===== src/rtl/wrr_pointer_sel.sv =====
// Round-robin pointer and weight table feeding the weighted-round-robin grant stage.
// Presents a registered one-hot candidate and advances past each newly granted channel.
module wrr_pointer_sel #(
  parameter int unsigned CHANNELS       = 8,
  parameter int unsigned WIDTH          = 32,
  parameter int unsigned DEFAULT_WEIGHT = 1,
  parameter int unsigned AW             = $clog2(CHANNELS)
) (
  input  logic                clk,
  input  logic                reset,
  input  logic [CHANNELS-1:0] request,
  input  logic [CHANNELS-1:0] gnt,
  input  logic                cfg_we,
  input  logic [AW-1:0]       cfg_addr,
  input  logic [WIDTH-1:0]    cfg_wdata,
  output logic [CHANNELS-1:0] next_gnt,
  output logic [WIDTH-1:0]    weight,
  output logic [WIDTH-1:0]    grant_events
);

  localparam int unsigned PtrW = $clog2(CHANNELS);

  logic [WIDTH-1:0]    table_q [CHANNELS];
  logic [WIDTH-1:0]    table_d [CHANNELS];
  logic [PtrW-1:0]     ptr_q, ptr_d;
  logic [CHANNELS-1:0] gnt_d_q;
  logic [CHANNELS-1:0] next_gnt_q, next_gnt_d;
  logic [WIDTH-1:0]    events_q, events_d;

  logic [CHANNELS-1:0] eligible, upper_mask, upper_elig, search_src;
  logic [PtrW-1:0]     g_idx, ng_idx;
  logic                gnt_event;

  // Lowest set bit wins, so multi-hot gnt resolves to its lowest channel.
  always_comb begin
    g_idx  = '0;
    ng_idx = '0;
    for (int i = CHANNELS - 1; i >= 0; i--) begin
      if (gnt[i])        g_idx  = PtrW'(i);
      if (next_gnt_q[i]) ng_idx = PtrW'(i);
    end
  end

  always_comb begin
    for (int i = 0; i < CHANNELS; i++) begin
      table_d[i]  = table_q[i];
      eligible[i] = request[i] && (table_q[i] != '0);
      if (cfg_we && (cfg_addr == AW'(i))) table_d[i] = cfg_wdata;
    end
  end

  // Prefer eligible channels at or above ptr; otherwise wrap to the lowest eligible one.
  always_comb begin
    upper_mask = ~((CHANNELS'(1) << ptr_q) - CHANNELS'(1));
    upper_elig = eligible & upper_mask;
    search_src = (|upper_elig) ? upper_elig : eligible;
    next_gnt_d = search_src & (~search_src + CHANNELS'(1));
  end

  always_comb begin
    gnt_event = (|gnt) && (gnt != gnt_d_q);
    ptr_d     = ptr_q;
    events_d  = events_q;
    if (gnt_event) begin
      ptr_d    = (g_idx == PtrW'(CHANNELS - 1)) ? '0 : g_idx + PtrW'(1);
      events_d = events_q + WIDTH'(1);
    end
  end

  always_comb begin
    weight = '0;
    if (|gnt)            weight = table_q[g_idx];
    else if (|next_gnt_q) weight = table_q[ng_idx];
  end

  always_ff @(posedge clk or negedge reset) begin
    if (!reset) begin
      ptr_q      <= '0;
      gnt_d_q    <= '0;
      next_gnt_q <= '0;
      events_q   <= '0;
      for (int i = 0; i < CHANNELS; i++) table_q[i] <= WIDTH'(DEFAULT_WEIGHT);
    end else begin
      ptr_q      <= ptr_d;
      gnt_d_q    <= gnt;
      next_gnt_q <= next_gnt_d;
      events_q   <= events_d;
      for (int i = 0; i < CHANNELS; i++) table_q[i] <= table_d[i];
    end
  end

  assign next_gnt     = next_gnt_q;
  assign grant_events = events_q;

endmodule


===== config.mk =====
export PLATFORM = sky130hd
export DESIGN_NAME = wrr_pointer_sel
export DESIGN_NICKNAME = d
export VERILOG_FILES = /design/src/rtl/wrr_pointer_sel.sv
export SDC_FILE = /design/constraint.sdc
export NUM_CORES = 1
export LEC_CHECK = 0
export ABC_AREA = 0
export CAP_MARGIN = 15
export CORE_AREA = 10 10 178 180
export DETAILED_ROUTE_END_ITERATION = 6
export DIE_AREA = 0 0 188 190
export PLACE_DENSITY = 0.9
export SETUP_SLACK_MARGIN = 0.3
export SLEW_MARGIN = 20
export SYNTH_ARGS = -nofsm -noshare
export SYNTH_HDL_FRONTEND = slang
export SYNTH_SLANG_ARGS = --single-unit

===== constraint.sdc =====
create_clock -name clk -period 4.3 [get_ports clk]
set_input_delay 0.86 -clock clk [delete_from_list [all_inputs] [get_ports clk]]
set_output_delay 0.86 -clock clk [all_outputs]
set_load 0.005 [all_outputs]

* Word-level counts from Yosys, hierarchy flattened
Cells that the tools add are included.
Cells by class: muxes and demuxes 26, magnitude comparators 2, shifts and indexed selects 1, reductions and logical operators 29, add/subtract/negate cells 4, bitwise operators 6, eq/ne operators 9
Operators by type and width (count):
- $reduce_bool 32->1 | 8
- $bmux 32 s3 | 2
- $mux 32 | 6
- $mux 3 | 17
- $add 32x1->32 const B | 1
- $reduce_or 8->1 | 3
- $logic_and 1x1->1 | 17
- $and 8x8->8 | 2
- $not 8->8 | 2
- $eq 3x3->1 const B | 5
- $add 8x1->8 const B | 1
- $ge 4x4->1 const B | 2
- $mux 8 | 1
- $ne 8x8->1 | 1
- $not 3->4 | 2
- $shl 1x3->8 const A | 1
- $sub 8x2->8 const B | 1
- $eq 3x2->1 const B | 2
- $add 3x1->3 const B | 1
- $eq 3x1->1 const B | 1
- $logic_not 3->1 | 1
Word-level totals: flip-flop bits (word level) 307, word-level logic and storage cells 89, output and inout bits 72, bits of input ports 54

* Depth between registers and ports, before layout
word-level depth 14, gate-level depth with buffers 10, mapped depth without buffers 9

* Least setup slack after synthesis
Ideal clock, no wire load.
path type in2out, start input port gnt[6], end output port weight[26], path buffers 1, setup slack 758 ps, stages on the path 9, arrival 2682 ps, required time 3440 ps, cells stage by stage nand2b_1 -> a21oi_1 -> o21bai_1 -> a21o_1 -> inv_2 -> buf_2 -> mux4_2 -> a22oi_1 -> o21ai_0
Between the ends: longest elaborated chain between the ends 12, elaborated cells on any way between the ends 13, those cells by class mux (11); bitwise (1); reduce/logical (1)
RTL lines:
- start, declared | line 12 | input logic [CHANNELS-1:0] gnt,
- $mux 3 (7 in a row) | line 39 | if (gnt[i]) g_idx = PtrW'(i);
- $not 3->4 (implied by the code) | line 72 | if (|gnt) weight = table_q[g_idx];
- $bmux 32 s3 | line 72
- $mux 32 (implied by the code) (2 in a row) | line 72
- $mux 32 (*) | line 72
- end, declared | line 17 | output logic [WIDTH-1:0] weight,
Mark *: on every way between the ends. The rest lies on a longest branch, timed or not. The select of a mux whose other input is x is not followed.

* Worst setup path in the final report
start input port gnt[7], end output port weight[18]
Between the ends: longest elaborated chain between the ends 13, elaborated cells on any way between the ends 14, those cells by class mux (12); bitwise (1); reduce/logical (1)
RTL lines (line):
- $mux 3 (8 in a row) | 39
- $not 3->4 (implied by the code) | 72
- $bmux 32 s3 | 72
- $mux 32 (implied by the code) (2 in a row) | 72
- $mux 32 (*) | 72
Marked as above.

==> metrics.md <==
| Metric | Value |
|---|---|
| Outcome | completed |
| Post-layout net count | 1436 |
| Ys flop type | dfrtp_1 |
| Vias per cell | 7.26 |
| Yosys reg bits | 307 |
| CP Cell Sequence | dlygate4sd2_1 -> nand2b_4 -> a21oi_2 -> o21bai_2 -> a21o_4 -> inv_8 -> buf_6 -> buf_12 -> buf_6 -> mux4_2 -> a22oi_2 -> o21ai_1 -> buf_2 |
| Final wirelength | 50.8 mm |
| Syn Nets | 1279 |
| TritonCTS clock tree | yes |
| Fin. Hold Viols | 0 |
| Final ANT Viol Nets | 0 |
| Most common cell after layout, fill and taps aside | dfrtp_1 |
| GR Util met3 | 0.0829 |
| Top cell type by total area after synthesis | dfrtp_1 |
| CP arrival | 3.10 ns |
| CP Max Fanout | 8 |
| CP dominant cell by count | buf_6 |
| CTS root buffer | clkbuf_16 |
| Die width | 188 µm |
| Vias in the first global route | around 13000 |
| Initial DRC count | 1931 |
| DR WL/cell | 28.4 µm |
| Final Wtd Congestion | 0.926 |
| Slew margin rel. | 0.368 |
| EDFF count, synth | 0 |
| Hold WC Path Type | in2async |
| CP max stage cell | mux4_2 |
| Area growth, synth to finish | 20.9% |
| Power Density | 489 nW/µm² |
| Die height | 190 µm |
| Startpoint Class | input port |
| Num rows | slightly above 60 |
| Fin crit share | 0.922 |
| CP max stage delay | 0.51 ns |
| Setup TNS | 0 ns |
| Avg Cell Area, Syn | 13.4 µm² |
| Clock sinks | 307 |
| Clock skew | 0.0123 ns |
| Core area | between 20000 and 30000 µm² |
| Routed vias | 12982 |
| Setup Viol. Count Final | 0 |
| Crit. End Element | output port |
| H-tree levels | 2 |
| Most frequent cells in the layout | dfrtp_1, mux2_2, mux4_2 |
| Max Cap Viol | 0 |
| Number of CTS-inserted buffers | 34 |
| Kind of cell adding the most delay to the critical path | buffers and inverters |
| Buffers & Inverters on Critical Path | 6 |
| Initial Utilization | 0.582 |
| First-pass GRT wire length | between 70 and 80 mm |
| Filler instances | 1760 |
| Seq/Total Area, Yosys | 0.468 |
| Syn Std Cell Area | 16400 µm² |
| Highest clock rate | around 0.25 GHz |
| Met2 Usage GRT | 0.432 |
| All-layer global routing usage | 0.277 |
| CTS Hold Bufs | 0 |
| GR Layer Usage met1 | 0.343 |
| Actual slew at the worst max-slew pin | 0.940 ns |
| GRT busiest layer | met2 |
| Final setup margin | 0.337 ns |
| Initial antenna violation count | 1 |
| Overflow after GRT | 0 |
| Cell variety after synth | 63 |
| Largest buffer count on any clock path | 3 |
| Largest net degree at the start of global routing | 100 |
| Final Critical Period | 3.96 ns |
| Clock transition at path regs | ~0.06 ns |
| Synth Warn # | 0 |
| Synth top area cells | dfrtp_1, mux2_2, mux4_2 |
| Leak Pwr | 0.00814 µW |
| CP required | 3.44 ns |
| RSZ-0062 raised after global routing | yes |
| VDD IR max | 307 µV |
| Gate Count Post-Synth | about 1200 |
| Top-area cell type share of the netlist area | 0.455 |
| CP Class | in2out |
| Pre-CTS WS | -0.232 ns |
| DIE AREA | 35700 µm² |
| Async SR Flop Fraction | 1.00 |
| Ratio of cells with drive above 1 in the final layout | 0.398 |
| Pins Over Slew Limit | 0 |
| Residual DRC | 0 |
| DRT Pass-1 Iters | 6 |
| HPWL Detailed | roughly 31 mm |
| IO Port Bufs | 125 |
| I/O pin cnt | roughly 130 |
| Clk Latency, worst-skew pair | 0.52 ns |
-- path summary, 6_finish.rpt --
path	start	endpoint	slack [ns]	cells past startpoint
max in group asynchronous	reset	grant_events[21]	2.92	2
worst max-delay path	gnt[7]	weight[18]	0.34	13
worst max register to register	table_q[134]	next_gnt[6]	0.80	7
worst min register to register	grant_events[31]	grant_events[31]	0.47	1
min in group clk	grant_events[31]	grant_events[31]	0.47	1
worst min-delay path	reset	table_q[82]	0.40	1
-- flip-flops by register name, indices dropped and copies added, names as in the netlist --
signal        count
next_gnt          8
grant_events     32
ptr_q             3
gnt_d_q           8
table_q         256
-- metal layers --
metal,share of wire,vias to the layer above
met3,0.13,278
met2,0.46,1168
met5,0,-
li1,-,5100
met1,0.36,6436
met4,0.060,0
-- per-stage QoR --
step / instance area (µm²) / total power (µW) / util / hold WS, ns / cells
floorplan: 16400 / 5590 / - / 0.468 / 1223
finish: 19900 / 9710 / 0.704 / 0.397 / 1788
CTS: 19800 / 9550 / 0.700 / 0.419 / 1784
detailed placement: 18400 / 6600 / 0.651 / 0.464 / 1701
global route: 19900 / 10000 / 0.704 / 0.451 / 1787
global placement: 18400 / 6450 / 0.651 / 0.460 / 1701
-- cells by family (layout without fill, tap and decap cells) --
group	Yosys count	count (layout)	synth area share
AOI/OAI and AO/OA	134	134	0.0626
other	0	1	0
muxes	419	419	0.347
and+or+nand+nor	232	232	0.0768
buffers and inverters	90	270	0.0227
xor gates and xnor gates	39	39	0.0212
DFF	307	307	0.468
adders and majority gates	2	2	0.00152
-- repair_timing --
| item | in CTS | in global routing |
|---|---|---|
| endpoints found under the setup margin | 32 | 30 |
| cloned | 4 | 2 |
| setup buffers | 20 | 1 |
| pin swaps | 19 | 6 |
| resized for setup | 162 | 23 |
-- cell type report --
class                   count  area [µm²]  area share
clock buffers              52        1060      0.0534
repair inverters            1        11.3    0.000567
well taps                 384         480      0.0242
repair buffers            198        1990       0.100
multi-input cells         826        8510       0.428
clock inverters             7        66.3     0.00334
flip-flops and latches    307        7690       0.387
inverters                  12        57.6     0.00290
diodes                      1        2.50    0.000126
-- synth_stat cells, drive strengths merged, types with 25 or more instances --
cell    instances
a22oi          25
clkbuf         55
dfrtp         299
mux2i          66
nor2           61
xnor2          31
nand2          30
o21ai          36
nand4          25
a221o          32
mux4           95
nor4           67
mux2          258
-- report_power, final --
| part | internal (µW) | leakage, µW | switching, µW |
|---|---|---|---|
| registers | 3490 | 0.00369 | 768 |
| clock network | 1760 | 0.000556 | 1180 |
| logic | 1430 | 0.00389 | 1100 |
Note: power is estimated with default switching activity, not from simulation.
